--- config.mk ---
export PLATFORM = sky130hd
export DESIGN_NAME = bcd_down_counter_flat
export DESIGN_NICKNAME = d
export VERILOG_FILES = /design/src/rtl/bcd_down_counter_if.sv /design/src/rtl/bcd_down_counter.sv /design/src/flat_wrapper.sv
export SDC_FILE = /design/constraint.sdc
export NUM_CORES = 1
export LEC_CHECK = 0
export CAP_MARGIN = 10
export CORE_MARGIN = 1
export CORE_UTILIZATION = 45
export CTS_CLUSTER_DIAMETER = 100
export DETAILED_ROUTE_END_ITERATION = 10
export GPL_TIMING_DRIVEN = 0
export PLACE_DENSITY = 0.79
export SETUP_SLACK_MARGIN = 0.05
export SYNTH_ARGS = -nofsm -noshare
export SYNTH_HDL_FRONTEND = slang
export SYNTH_SLANG_ARGS = --single-unit
--- constraint.sdc ---
create_clock -name clk -period 2.6 [get_ports clk]
set_input_delay 0.52 -clock clk [delete_from_list [all_inputs] [get_ports clk]]
set_output_delay 0.52 -clock clk [all_outputs]
set_load 0.01 [all_outputs]
--- src/rtl/bcd_down_counter_if.sv ---
// Control/status bundle for bcd_down_counter: load/preset/enable in, count and flags out.
interface bcd_down_counter_if #(
  parameter int DIGITS = 2
);
  logic                  load;
  logic [4*DIGITS-1:0]   load_val;
  logic                  en;
  logic [4*DIGITS-1:0]   count;
  logic                  zero;
  logic                  done;
  logic                  busy;

  modport master (
    output load, load_val, en,
    input  count, zero, done, busy
  );

  modport slave (
    input  load, load_val, en,
    output count, zero, done, busy
  );
endinterface

--- src/rtl/bcd_down_counter.sv ---
// Multi-digit BCD countdown timer; all outputs registered, one cycle after the sampling edge, no backpressure.
// Optional BCD_DOWN_AUTORELOAD_EN: on expiry stay in RUN and reload the last preset on the next enable.
module bcd_down_counter #(
  parameter int DIGITS = 2
) (
  input logic              clk,
  input logic              rst,
  bcd_down_counter_if.slave bus
);
  localparam int W = 4 * DIGITS;

  typedef enum logic [1:0] {
    IDLE    = 2'd0,
    RUN     = 2'd1,
    EXPIRED = 2'd2
  } state_t;

  state_t         state, state_nxt;
  logic [W-1:0]   count_q, count_nxt;
  logic [W-1:0]   load_san, count_dec;
  logic           zero_q, done_q, done_nxt, busy_q;
`ifdef BCD_DOWN_AUTORELOAD_EN
  logic [W-1:0]   reload_q;
`endif

  always_comb begin : sanitise
    load_san = '0;
    for (int i = 0; i < DIGITS; i++) begin
      load_san[4*i +: 4] = (bus.load_val[4*i +: 4] > 4'd9) ? 4'd9 : bus.load_val[4*i +: 4];
    end
  end

  // Ripple borrow: every digit below the first nonzero one wraps to 9.
  always_comb begin : decrement
    logic borrow;
    borrow    = 1'b1;
    count_dec = count_q;
    for (int i = 0; i < DIGITS; i++) begin
      if (borrow) begin
        if (count_q[4*i +: 4] == 4'd0) begin
          count_dec[4*i +: 4] = 4'd9;
        end else begin
          count_dec[4*i +: 4] = count_q[4*i +: 4] - 4'd1;
          borrow              = 1'b0;
        end
      end
    end
  end

  always_comb begin : next_state
    state_nxt = state;
    count_nxt = count_q;
    done_nxt  = 1'b0;
    if (bus.load) begin
      count_nxt = load_san;
      state_nxt = (load_san != '0) ? RUN : IDLE;
    end else if (state == RUN && bus.en) begin
      if (count_q > W'(1)) begin
        count_nxt = count_dec;
      end else if (count_q == W'(1)) begin
        count_nxt = '0;
        done_nxt  = 1'b1;
`ifdef BCD_DOWN_AUTORELOAD_EN
        state_nxt = RUN;
`else
        state_nxt = EXPIRED;
`endif
      end else begin
`ifdef BCD_DOWN_AUTORELOAD_EN
        count_nxt = reload_q;
`else
        count_nxt = count_q;
`endif
      end
    end
  end

  always_ff @(posedge clk) begin
    if (rst) begin
      state   <= IDLE;
      count_q <= '0;
      zero_q  <= 1'b1;
      done_q  <= 1'b0;
      busy_q  <= 1'b0;
    end else begin
      state   <= state_nxt;
      count_q <= count_nxt;
      zero_q  <= (count_nxt == '0);
      done_q  <= done_nxt;
      busy_q  <= (state_nxt == RUN);
    end
  end

`ifdef BCD_DOWN_AUTORELOAD_EN
  always_ff @(posedge clk) begin
    if (rst) begin
      reload_q <= '0;
    end else if (bus.load) begin
      reload_q <= load_san;
    end
  end
`endif

  assign bus.count = count_q;
  assign bus.zero  = zero_q;
  assign bus.done  = done_q;
  assign bus.busy  = busy_q;
endmodule

--- src/flat_wrapper.sv ---
// flat-port wrapper written by rule: the top's interface ports become plain ports
module bcd_down_counter_flat 
#(
  parameter int DIGITS = 2
)
  (clk, rst, bus_load, bus_load_val, bus_en, bus_count, bus_zero, bus_done, bus_busy);
  bcd_down_counter_if #(.DIGITS(DIGITS)) bus_i ();
  input logic clk;
  input logic rst;
  input wire logic [$bits(bus_i.load)-1:0] bus_load;
  input wire logic [$bits(bus_i.load_val)-1:0] bus_load_val;
  input wire logic [$bits(bus_i.en)-1:0] bus_en;
  output wire logic [$bits(bus_i.count)-1:0] bus_count;
  output wire logic [$bits(bus_i.zero)-1:0] bus_zero;
  output wire logic [$bits(bus_i.done)-1:0] bus_done;
  output wire logic [$bits(bus_i.busy)-1:0] bus_busy;
  assign bus_i.load = bus_load;
  assign bus_i.load_val = bus_load_val;
  assign bus_i.en = bus_en;
  assign bus_count = bus_i.count;
  assign bus_zero = bus_i.zero;
  assign bus_done = bus_i.done;
  assign bus_busy = bus_i.busy;
  bcd_down_counter #(.DIGITS(DIGITS)) u_core (.clk(clk), .rst(rst), .bus(bus_i));
endmodule
# [Yosys cells after proc, flatten, opt, wreduce, memory -nomap -nowiden]
# Cells that the tools add are included.
[totals] elab_cells=36 register_bits=13
[op_classes] n_bitwise=1 reduce_logical=6 n_addsub=2 mux=16 n_eq_ne=3 magnitude_cmp=3
[op_table] operator="$mux 8" n=4
[op_table] operator="$mux 4" n=5
[op_table] operator="$eq 8x1->1 const B" n=1
[op_table] operator="$gt 4x4->1 const B" n=2
[op_table] operator="$gt 8x1->1 const B" n=1
[op_table] operator="$logic_not 4->1" n=2
[op_table] operator="$logic_not 8->1" n=1
[op_table] operator="$mux 2" n=4
[op_table] operator="$reduce_bool 8->1" n=1
[op_table] operator="$sub 4x1->4 const B" n=2
[op_table] operator="$eq 2x1->1 const B" n=2
[op_table] operator="$reduce_or 4->1" n=1
[op_table] operator="$mux 1" n=3
[op_table] operator="$logic_and 1x1->1" n=1
[op_table] operator="$not 1->1" n=1

# [Logic depth before layout (Yosys ltp)]
# Gate-level depths: netlist of run 1.
[logic_depth] depth_word=7 depth_mapped=6 ltp_nobuf=5

# [Worst setup path before layout of run 1]
# OpenSTA, ideal clock, no wires.
[synth_path] path_type="input port to flip-flop" from="input port bus_en" to="register u_core.zero_q, in the netlist u_core.bus.zero" n_path_buf=1 cell_stages=6 path_slack_ns=0.995 arrival_time_ns=1.545 path_cell_list="nand4bb_1 > buf_2 > o31a_1 > o31ai_2 > o211a_1 > a41o_1"
[synth_between] elab_chain_cells=4
[synth_lines] item="from (decl)" line="flat_wrapper.sv:12" rtl="input wire logic [$bits(bus_i.en)-1:0] bus_en;"
[synth_lines] item="$logic_and 1x1->1" line="bcd_down_counter.sv:57" rtl="end else if (state == RUN && bus.en) begin"
[synth_lines] item="$mux 8" line="bcd_down_counter.sv:57"
[synth_lines] item="$mux 8" line="bcd_down_counter.sv:54" rtl="if (bus.load) begin"
[synth_lines] item="$logic_not 8->1" line="bcd_down_counter.sv:88" rtl="zero_q <= (count_nxt == '0);"
[synth_lines] item="to (signal assigned)" line="bcd_down_counter.sv:88"
[synth_lines] item="to (decl)" line="bcd_down_counter.sv:21" rtl="logic zero_q, done_q, done_nxt, busy_q;"
# Every way passes these cells.
# A chain may end at the register's enable or synchronous reset.

# [Worst setup path in the final report of run 1]
# Same ends and word-level chain as after synthesis.

==> results of run 1 <==
[logic make-up after synthesis]
logic type / count (synthesis) / synth area share (%)
multiplexers: 2 / 2.69
AO/OA/AOI/OAI: 28 / 24.1
AND/OR/NAND/NOR: 40 / 33.4
buffers and inverters: 12 / 6.96
flip-flops: 13 / 32.9
[placed cells by master, fill, tap and decap left out, types with 3 or more instances in the layout]
master / Yosys / routed
clkbuf_1: 2 / 3
nor2_1: 14 / 14
a21oi_1: 7 / 7
clkdlybuf4s50_1: 0 / 22
inv_1: 7 / 7
dfxtp_1: 13 / 13
o21ai_0: 7 / 7
clkbuf_4: 0 / 3
nand3b_1: 4 / 4
nand2_1: 5 / 5
[path summary, 6_finish.rpt]
kind                                 to  depth (start not counted)  slack [ns]                           start
max reg2reg  u_core.bus.zero$_SDFF_PP1_                          5        0.86  u_core.bus.count[5]$_SDFF_PP0_
min reg2reg  u_core.state[0]$_SDFF_PP0_                          2        0.52      u_core.state[0]$_SDFF_PP0_
min          u_core.state[0]$_SDFF_PP0_                          2        0.52      u_core.state[0]$_SDFF_PP0_
max          u_core.bus.zero$_SDFF_PP1_                          7        0.64                          bus_en
[stage by stage]
step / instances / total power, mW / cell area [sq um]
floorplan: 95 / 0.302 / 791
global placement: 133 / 0.355 / 1030
detailed placement: 133 / 0.356 / 1030
CTS: 137 / 0.482 / 1060
global route: 137 / 0.507 / 1060
finish: 137 / 0.482 / 1060
[worst max-delay path: cells and delay by family]
kind / cells / cell delay (ns)
buffers and inverters: 2 / 0.68
AO/OA/AOI/OAI: 4 / 0.87
AND/OR/NAND/NOR: 1 / 0.11
[flip-flops by register name, indices dropped and copies added (netlist names)]
name	count
u_core.bus.done	1
u_core.bus.count	8
u_core.bus.zero	1
u_core.bus.busy	1
u_core.state	2
[layout make-up]
class	count	area (sq um)	share of cell area, %
Inverter	7	26.3	2.49
Buffer	5	28.8	2.72
Timing Repair Buffer	22	220	20.8
Tap cell	16	20.0	1.89
Sequential cell	13	260	24.6
Multi-Input combinational cell	70	475	45.0
Clock buffer	4	26.3	2.49
[power by group through the flow]
stage / registers, mW / clock network, mW / logic (mW)
floorplan: 0.231 / 0 / 0.0705
global placement: 0.227 / 0 / 0.127
detailed placement: 0.228 / 0 / 0.128
CTS: 0.223 / 0.129 / 0.129
global route: 0.226 / 0.139 / 0.142
finish: 0.224 / 0.128 / 0.130
[metal layers]
metal / up-vias / part of all wire [%] / global-route usage [%]
li1: 406 / - / -
met1: 375 / 48 / 32.1
met2: 45 / 44 / 32.2
met3: 4 / 6.9 / 4.17
met4: 0 / 0.99 / 9.09
met5: - / 0 / 0
==> impl_metrics.toml, run 1 <==
[clock_network]
cts_max_level = 1
cts_resized = 0
postCtsSetupBuffers = 0
cts_hold_buf = 0
clk_pin_slew_ns = 0.08
clock-sinks = 13
cts_buffers = 3
clock-root-buffer = "clkbuf_4"
tritoncts = "built"
clk_latency_ns = 0.28
clk_path_buf_depth = 2

[route]
totalWireLength_mm = 1.92
ant_nets = 0
via_count = 830
wl_per_cell_microns = 14.0
first_pass_iters = 6
drc = 0
drt-vias-per-instance = 6.06
dr.first_iter.drc_count = 52

[cells_and_area]
post-route-util_pct = 67.1
nets = 134
num-fill-cells = 136
area_delta_synth_final_pct = 33.7
final_layout_size_suffix_gt1_share_pct = 10.7
antennaDiodeCount = 0

[setup_path]
crit_path_max_fanout = 9
slowest_delay_ns = 0.50
cp.arrival_ns = 2.18
cpMaxStageDelayCell = "clkdlybuf4s50_1"
start_kind = "input port"
critPathKind = "input port to flop"
worstPathRequired_ns = 2.82
end_kind = "flop"
cp_cell_sequence = "clkdlybuf4s50_1 > nand4bb_1 > buf_2 > o31a_1 > o31ai_2 > o211a_1 > a41o_1"

[floorplan]
core-area_sq_um = 1580
initial_core_util_pct = 50.2
ioPinCount = 23
floorplan.rows = 14
fp.dieW_microns = 43.9
die_area_sq_um = 1930
die_y_microns = 43.9

[run]
max_cap_viol_count = 0

[synthesis]
yosysTopAreaCell = "dfxtp_1"
ys_types = 40
yosysMostFrequentCell = "nor2_1"
ys_warn_count = 0
ys_seq_elements = 13
synth_top_area_share_pct = 32.9
synth-seq-area-share_pct = 32.9
netlist_area_sq_um = 791
synth_ff_type = "dfxtp_1"
syn_nets = 107
postSynthAreaPerCell_sq_um = 8.32
yosys-top-cells-area = "dfxtp_1, nor2_1, nor4_4, a21oi_1, o21ai_0"
ys_top_cells_by_count = "nor2_1, dfxtp_1, a21oi_1, inv_1, o21ai_0"
async_flop_share_pct = 0
synthCells = 95
synth_edf_count = 0

[placed_design]
io_buffers = 22
dp.final_hpwl_mm = 1.45
place_ws_ns = 0.369
place_congestion = 0.823

[sta]
hold_ws_ns = 0.520
rsz0062_at_grt = "false"
hold_viol = 0
worstMarginPinSlew_ns = 0.533
max_freq_mhz = 510
drv_slew = 0
setup_slack_ns = 0.638
timing.final.crit_share_pct = 75.4
fin_skew_ns = 0.00503
max_slew_margin_pct = 64.1
timing.final.crit_period_ns = 1.96
setup_violations = 0
fin_setup_tns_ns = 0

[grt]
grt_overflow_total = 0
antenna_found_initial = 0
grt_pass1_vias = 699
grt_max_degree = 11
track_usage_pct = 22.1
grt_pass1_wl_mm = 3.13

[hold_path]
hold_class = "flop to flop"

[power]
p_sw_uw = 143
power_frac_seq_pct = 46.4
power_frac_clock_pct = 26.6
internal_power_uw = 339
peakVddDrop_uv = 390
powerDensity_nw_per_um2 = 456
comb_power_share_pct = 27.0
p_leak_nw = 0.400
switching_share_pct = 29.7

[status]
status = "finished, final reports clean"
(Power assumes the default switching activity.)
==> run 2: changes to the inputs <==
clock period = 2 ns   (was 2.6 ns; I/O delays follow)
==> run 2 against run 1 <==
Compared with the run above:
- sequential share of layout area fell by 0.14 points
- clock skew is 0.0013 ns higher
- die area is the same
==> impl_metrics.toml, run 2 (same netlist as run 1, synthesis figures left out) <==
[cells_and_area]
final_layout_size_suffix_gt1_share_pct = 11.6
final_cell_mix = "clkdlybuf4s50_1, nor2_1, dfxtp_1"
largest_register_ffs = 8
nets = 134
final_common_cell = "clkdlybuf4s50_1"
num-fill-cells = 135
area_delta_synth_final_pct = 34.5
antennaDiodeCount = 0

[route]
first_pass_iters = 6
via_count = 834
wl_per_cell_microns = 14.2
dr.first_iter.drc_count = 46
met2_length_microns = 859
drt-vias-per-instance = 6.09
wl_met3_microns = 105
top_layer = "met4"
wl_met1_microns = 967
totalWireLength_mm = 1.95
ant_nets = 0
drc = 0

[setup_path]
end_kind = "flop"
reg2reg_to = "u_core.bus.zero$_SDFF_PP1_"
critPathKind = "input port to flop"
slowest_delay_ns = 0.54
worstPathRequired_ns = 2.22
cpMaxStageDelayCell = "or4b_1"
r2r_start = "u_core.bus.count[5]$_SDFF_PP0_"
critical_path.n_buffers_inverters = 2
start_kind = "input port"
cp_cell_sequence = "clkdlybuf4s50_1 > nand4bb_1 > buf_4 > or4b_1 > a21oi_2 > a31oi_1 > nor2_1"
cp.arrival_ns = 2.07
crit_path_max_fanout = 9
crit_family = "simple AND/OR/NAND/NOR gates"
rrSetupSlack_ns = 0.24
reg2regPathDepth = 5

[sta]
max_freq_mhz = 541
setup_violations = 0
drv_slew = 0
fin_skew_ns = 0.00630
timing.final.crit_period_ns = 1.85
worstMarginPinSlew_ns = 0.508
rsz0062_at_grt = "false"
fin_setup_tns_ns = 0
setup_slack_ns = 0.150
hold_viol = 0
timing.final.crit_share_pct = 92.5
max_slew_margin_pct = 65.8

[grt]
grt_max_degree = 11
grt_overflow_total = 0
antenna_found_initial = 0
track_usage_pct = 22.1
grt_pass1_vias = 699
grt_pass1_wl_mm = 3.13

[status]
status = "finished, final reports clean"

[clock_network]
tritoncts = "built"
clk_path_buf_depth = 2
clock-sinks = 13
postCtsSetupBuffers = 0
clock-root-buffer = "clkbuf_4"
cts_buffers = 3
cts_max_level = 1
clk_latency_ns = 0.28
clk_pin_slew_ns = 0.09

[placed_design]
dp.final_hpwl_mm = 1.45
io_buffers = 22
place_congestion = 0.823
place_ws_ns = -0.111

[floorplan]
initial_core_util_pct = 50.2
core-area_sq_um = 1580
die_y_microns = 43.9
fp.dieW_microns = 43.9
floorplan.rows = 14
ioPinCount = 23
die_area_sq_um = 1930

[hold_path]
hold_path_startpoint = "u_core.state[0]$_SDFF_PP0_"
holdPathStages = 2
holdPathEnd = "u_core.state[0]$_SDFF_PP0_"
hold_class = "flop to flop"

[power]
peakVddDrop_uv = 510
p_leak_nw = 0.401
totalPowerFinal_uw = 630
powerDensity_nw_per_um2 = 592

[run]
max_cap_viol_count = 0
-- run 2: cell counts in the layout (fill, tap and decap cells not counted) --
No cell type changed its count.
-- run 2: final cells by class --
cell class | instances | area [sq um] | area share (%)
buffer | 5 | 31.3 | 2.94
timing repair buffer | 22 | 220 | 20.7
inverter | 7 | 26.3 | 2.47
sequential | 13 | 260 | 24.5
clock buffer | 4 | 26.3 | 2.47
multi-input combinational | 70 | 479 | 45.1
tap | 16 | 20.0 | 1.88
-- run 2: stage by stage --
stage	hold WS, ns	util, %	std cells	instance area (sq um)
global placement	0.491	65.4	133	1030
finish	0.519	67.5	137	1060
global route	0.561	67.5	137	1060
CTS	0.528	67.1	137	1060
detailed placement	0.514	65.4	133	1030
floorplan	0.470	-	95	791
-- run 2: power breakdown --
group / total [mW] / switching [mW] / internal, mW
registers: 0.291 / 0.0175 / 0.273
logic: 0.171 / 0.0803 / 0.0902
clock network: 0.169 / 0.0913 / 0.0774
-- run 2: worst reg2reg max path, stage by stage (launching register included) --
cell and delay [ns]:
dfxtp_1 0.37, nor4_1 0.50, a211oi_1 0.18, o31ai_2 0.27
o211a_1 0.19, a41o_1 0.18
-- run 2: timing repair --
item	4_1_cts	5_1_grt
endpoints found under the setup margin	0	2
resized for setup	0	3
hold buffers	0	0
-- run 2: metal layers --
layer / up-vias / track usage [%]
met5: - / 0
met3: 6 / 4.17
met4: 0 / 9.09
li1: 408 / -
met1: 382 / 32.1
met2: 38 / 32.2
-- run 2: worst max path at each step --
stage,start,endpoint,slack [ns],cells after the start
2_1_floorplan,u_core.bus.count[1]$_SDFF_PP0_,u_core.bus.zero$_SDFF_PP1_,0.41,6
3_3_place_gp,bus_en,u_core.bus.zero$_SDFF_PP1_,-0.08,7
3_5_place_dp,bus_en,u_core.bus.count[2]$_SDFF_PP0_,-0.11,7
4_1_cts,bus_en,u_core.bus.zero$_SDFF_PP1_,0.17,7
5_1_grt,bus_en,u_core.bus.count[2]$_SDFF_PP0_,0.06,7
6_report,bus_en,u_core.bus.count[2]$_SDFF_PP0_,0.15,7
==> run 3: changes to the inputs <==
CORE_ASPECT_RATIO = 0.75   (was unset)
==> run 3 against run 2 <==
Compared with the run above:
- cell count increased by 3.6%
- clock power decreased by 2%
- power decreased by 0.59%
- routed wire length increased by 3.2%
- flip-flop and latch count unchanged
- utilization increased by 0.65 points
- clock skew increased by 0.00054 ns
- via count decreased by 3.4%
- hold slack improved by 0.0067 ns
- sequential share of layout area unchanged
- critical path depth unchanged
- sequential power about the same
==> impl_metrics.toml, run 3 (same netlist as run 1, synthesis figures left out) <==
[sta]
timing.final.crit_share_pct = 91.7
drv_slew = 0
max_freq_mhz = 545
timing.final.crit_period_ns = 1.83
fin_skew_ns = 0.00684
max_slew_margin_pct = 68.6
hold_viol = 0
rsz0062_at_grt = "false"
setup_violations = 0
setup_slack_ns = 0.166
worstMarginPinSlew_ns = 0.467

[hold_path]
hold_class = "flop to flop"
holdPathStages = 2
holdPathEnd = "u_core.state[0]$_SDFF_PP0_"
hold_path_startpoint = "u_core.state[0]$_SDFF_PP0_"

[placed_design]
io_buffers = 22
dp.final_hpwl_mm = 1.53
place_congestion = 0.860
dp.cells = 138
place_ws_ns = -0.123
place_area_sq_um = 1040

[setup_path]
cp.arrival_ns = 2.06
worstPathRequired_ns = 2.22
reg2reg_to = "u_core.bus.zero$_SDFF_PP1_"
crit_path_max_fanout = 9
slowest_delay_ns = 0.49
end_kind = "flop"
reg2regPathDepth = 6
rrSetupSlack_ns = 0.28
r2r_start = "u_core.bus.count[1]$_SDFF_PP0_"
start_kind = "input port"
critPathKind = "input port to flop"
cp_cell_sequence = "clkdlybuf4s50_1 > nand4bb_1 > buf_2 > o31a_1 > o31ai_2 > o211a_1 > a41o_1"
cp-startpoint = "bus_en"
critical_path.n_buffers_inverters = 2
cpMaxStageDelayCell = "clkdlybuf4s50_1"
crit_family = "compound AO/OA/AOI/OAI gates"

[cells_and_area]
area_delta_synth_final_pct = 34.5
nets = 134
finalNonFillerCells = 142
final_cell_mix = "clkdlybuf4s50_1, nor2_1, dfxtp_1"
final_layout_size_suffix_gt1_share_pct = 10.7
antennaDiodeCount = 0
final_area_sq_um = 1060
post-route-util_pct = 68.1
final_common_cell = "clkdlybuf4s50_1"
largest_register_ffs = 8

[route]
wl_met3_microns = 139
totalWireLength_mm = 2.01
dr.first_iter.drc_count = 26
met2_length_microns = 890
via_count = 806
top_layer = "met4"
wl_met1_microns = 974
drt-vias-per-instance = 5.68
drc = 0
ant_nets = 0
first_pass_iters = 4
wl_per_cell_microns = 14.2

[clock_network]
cts_max_level = 1
clk_path_buf_depth = 2
cts_resized = 0
cts_hold_buf = 0
clk_pin_slew_ns = 0.08
postCtsSetupBuffers = 0
clk_latency_ns = 0.28
clock-sinks = 13
cts_buffers = 3
clock-root-buffer = "clkbuf_4"
tritoncts = "built"

[power]
peakVddDrop_uv = 501
powerDensity_nw_per_um2 = 589
totalPowerFinal_uw = 626
p_leak_nw = 0.400

[grt]
track_usage_pct = 23.1
antenna_found_initial = 0
grt_overflow_total = 0
grt_pass1_wl_mm = 3.18
grt_max_degree = 11
grt_pass1_vias = 697

[status]
status = "finished, final reports clean"

[floorplan]
initial_core_util_pct = 50.6
core-area_sq_um = 1560
fp.dieW_microns = 50.4
die_area_sq_um = 1930
ioPinCount = 23
floorplan.rows = 12
die_y_microns = 38.3

[run]
max_cap_viol_count = 0
[run 3: changes by cell type in the layout (fill, tap and decap cells not counted)]
cell     previous run  this run
buf_2               1         2
buf_4               1         0
a21oi_2             1         0
a21oi_1             6         7
[run 3: power breakdown]
part / internal, mW / switching (mW) / total, mW
Clock: 0.0774 / 0.0874 / 0.165
Sequential: 0.273 / 0.0187 / 0.292
Combinational: 0.0895 / 0.0800 / 0.170
[run 3: layout make-up]
class                           count  area [sq um]
Multi-Input combinational cell     70           475
Clock buffer                        4          26.3
Sequential cell                    13           260
Tap cell                           21          26.3
Timing Repair Buffer               22           220
Inverter                            7          26.3
Buffer                              5          28.8
Fill cell                         139           498
[run 3: worst min-delay path: stages, from the launching register on]
cell and delay [ns]:
dfxtp_1 0.35, nand2_1 0.07, a21oi_1 0.06
[run 3: worst max path at each step]
| stage | to | slack (ns) | cells past startpoint |
|---|---|---|---|
| 3_3_place_gp | u_core.bus.zero$_SDFF_PP1_ | -0.09 | 7 |
| 4_1_cts | u_core.bus.zero$_SDFF_PP1_ | 0.16 | 7 |
| 5_1_grt | u_core.bus.count[2]$_SDFF_PP0_ | 0.10 | 7 |
| 2_1_floorplan | u_core.bus.zero$_SDFF_PP1_ | 0.41 | 6 |
| 6_report | u_core.bus.zero$_SDFF_PP1_ | 0.17 | 7 |
| 3_5_place_dp | u_core.bus.zero$_SDFF_PP1_ | -0.12 | 7 |
[run 3: through the flow]
stage / setup TNS, ns / hold slack (ns)
2_1_floorplan: 0 / 0.470
3_3_place_gp: -0.145 / 0.486
3_5_place_dp: -0.202 / 0.510
4_1_cts: 0 / 0.521
5_1_grt: 0 / 0.573
6_report: 0 / 0.526
[run 3: metal layers]
metal / vias to the layer above / GRT usage [%]
met2: 28 / 38.7
li1: 401 / -
met5: - / 0
met4: 0 / 4.17
met1: 375 / 29.1
met3: 2 / 7.94
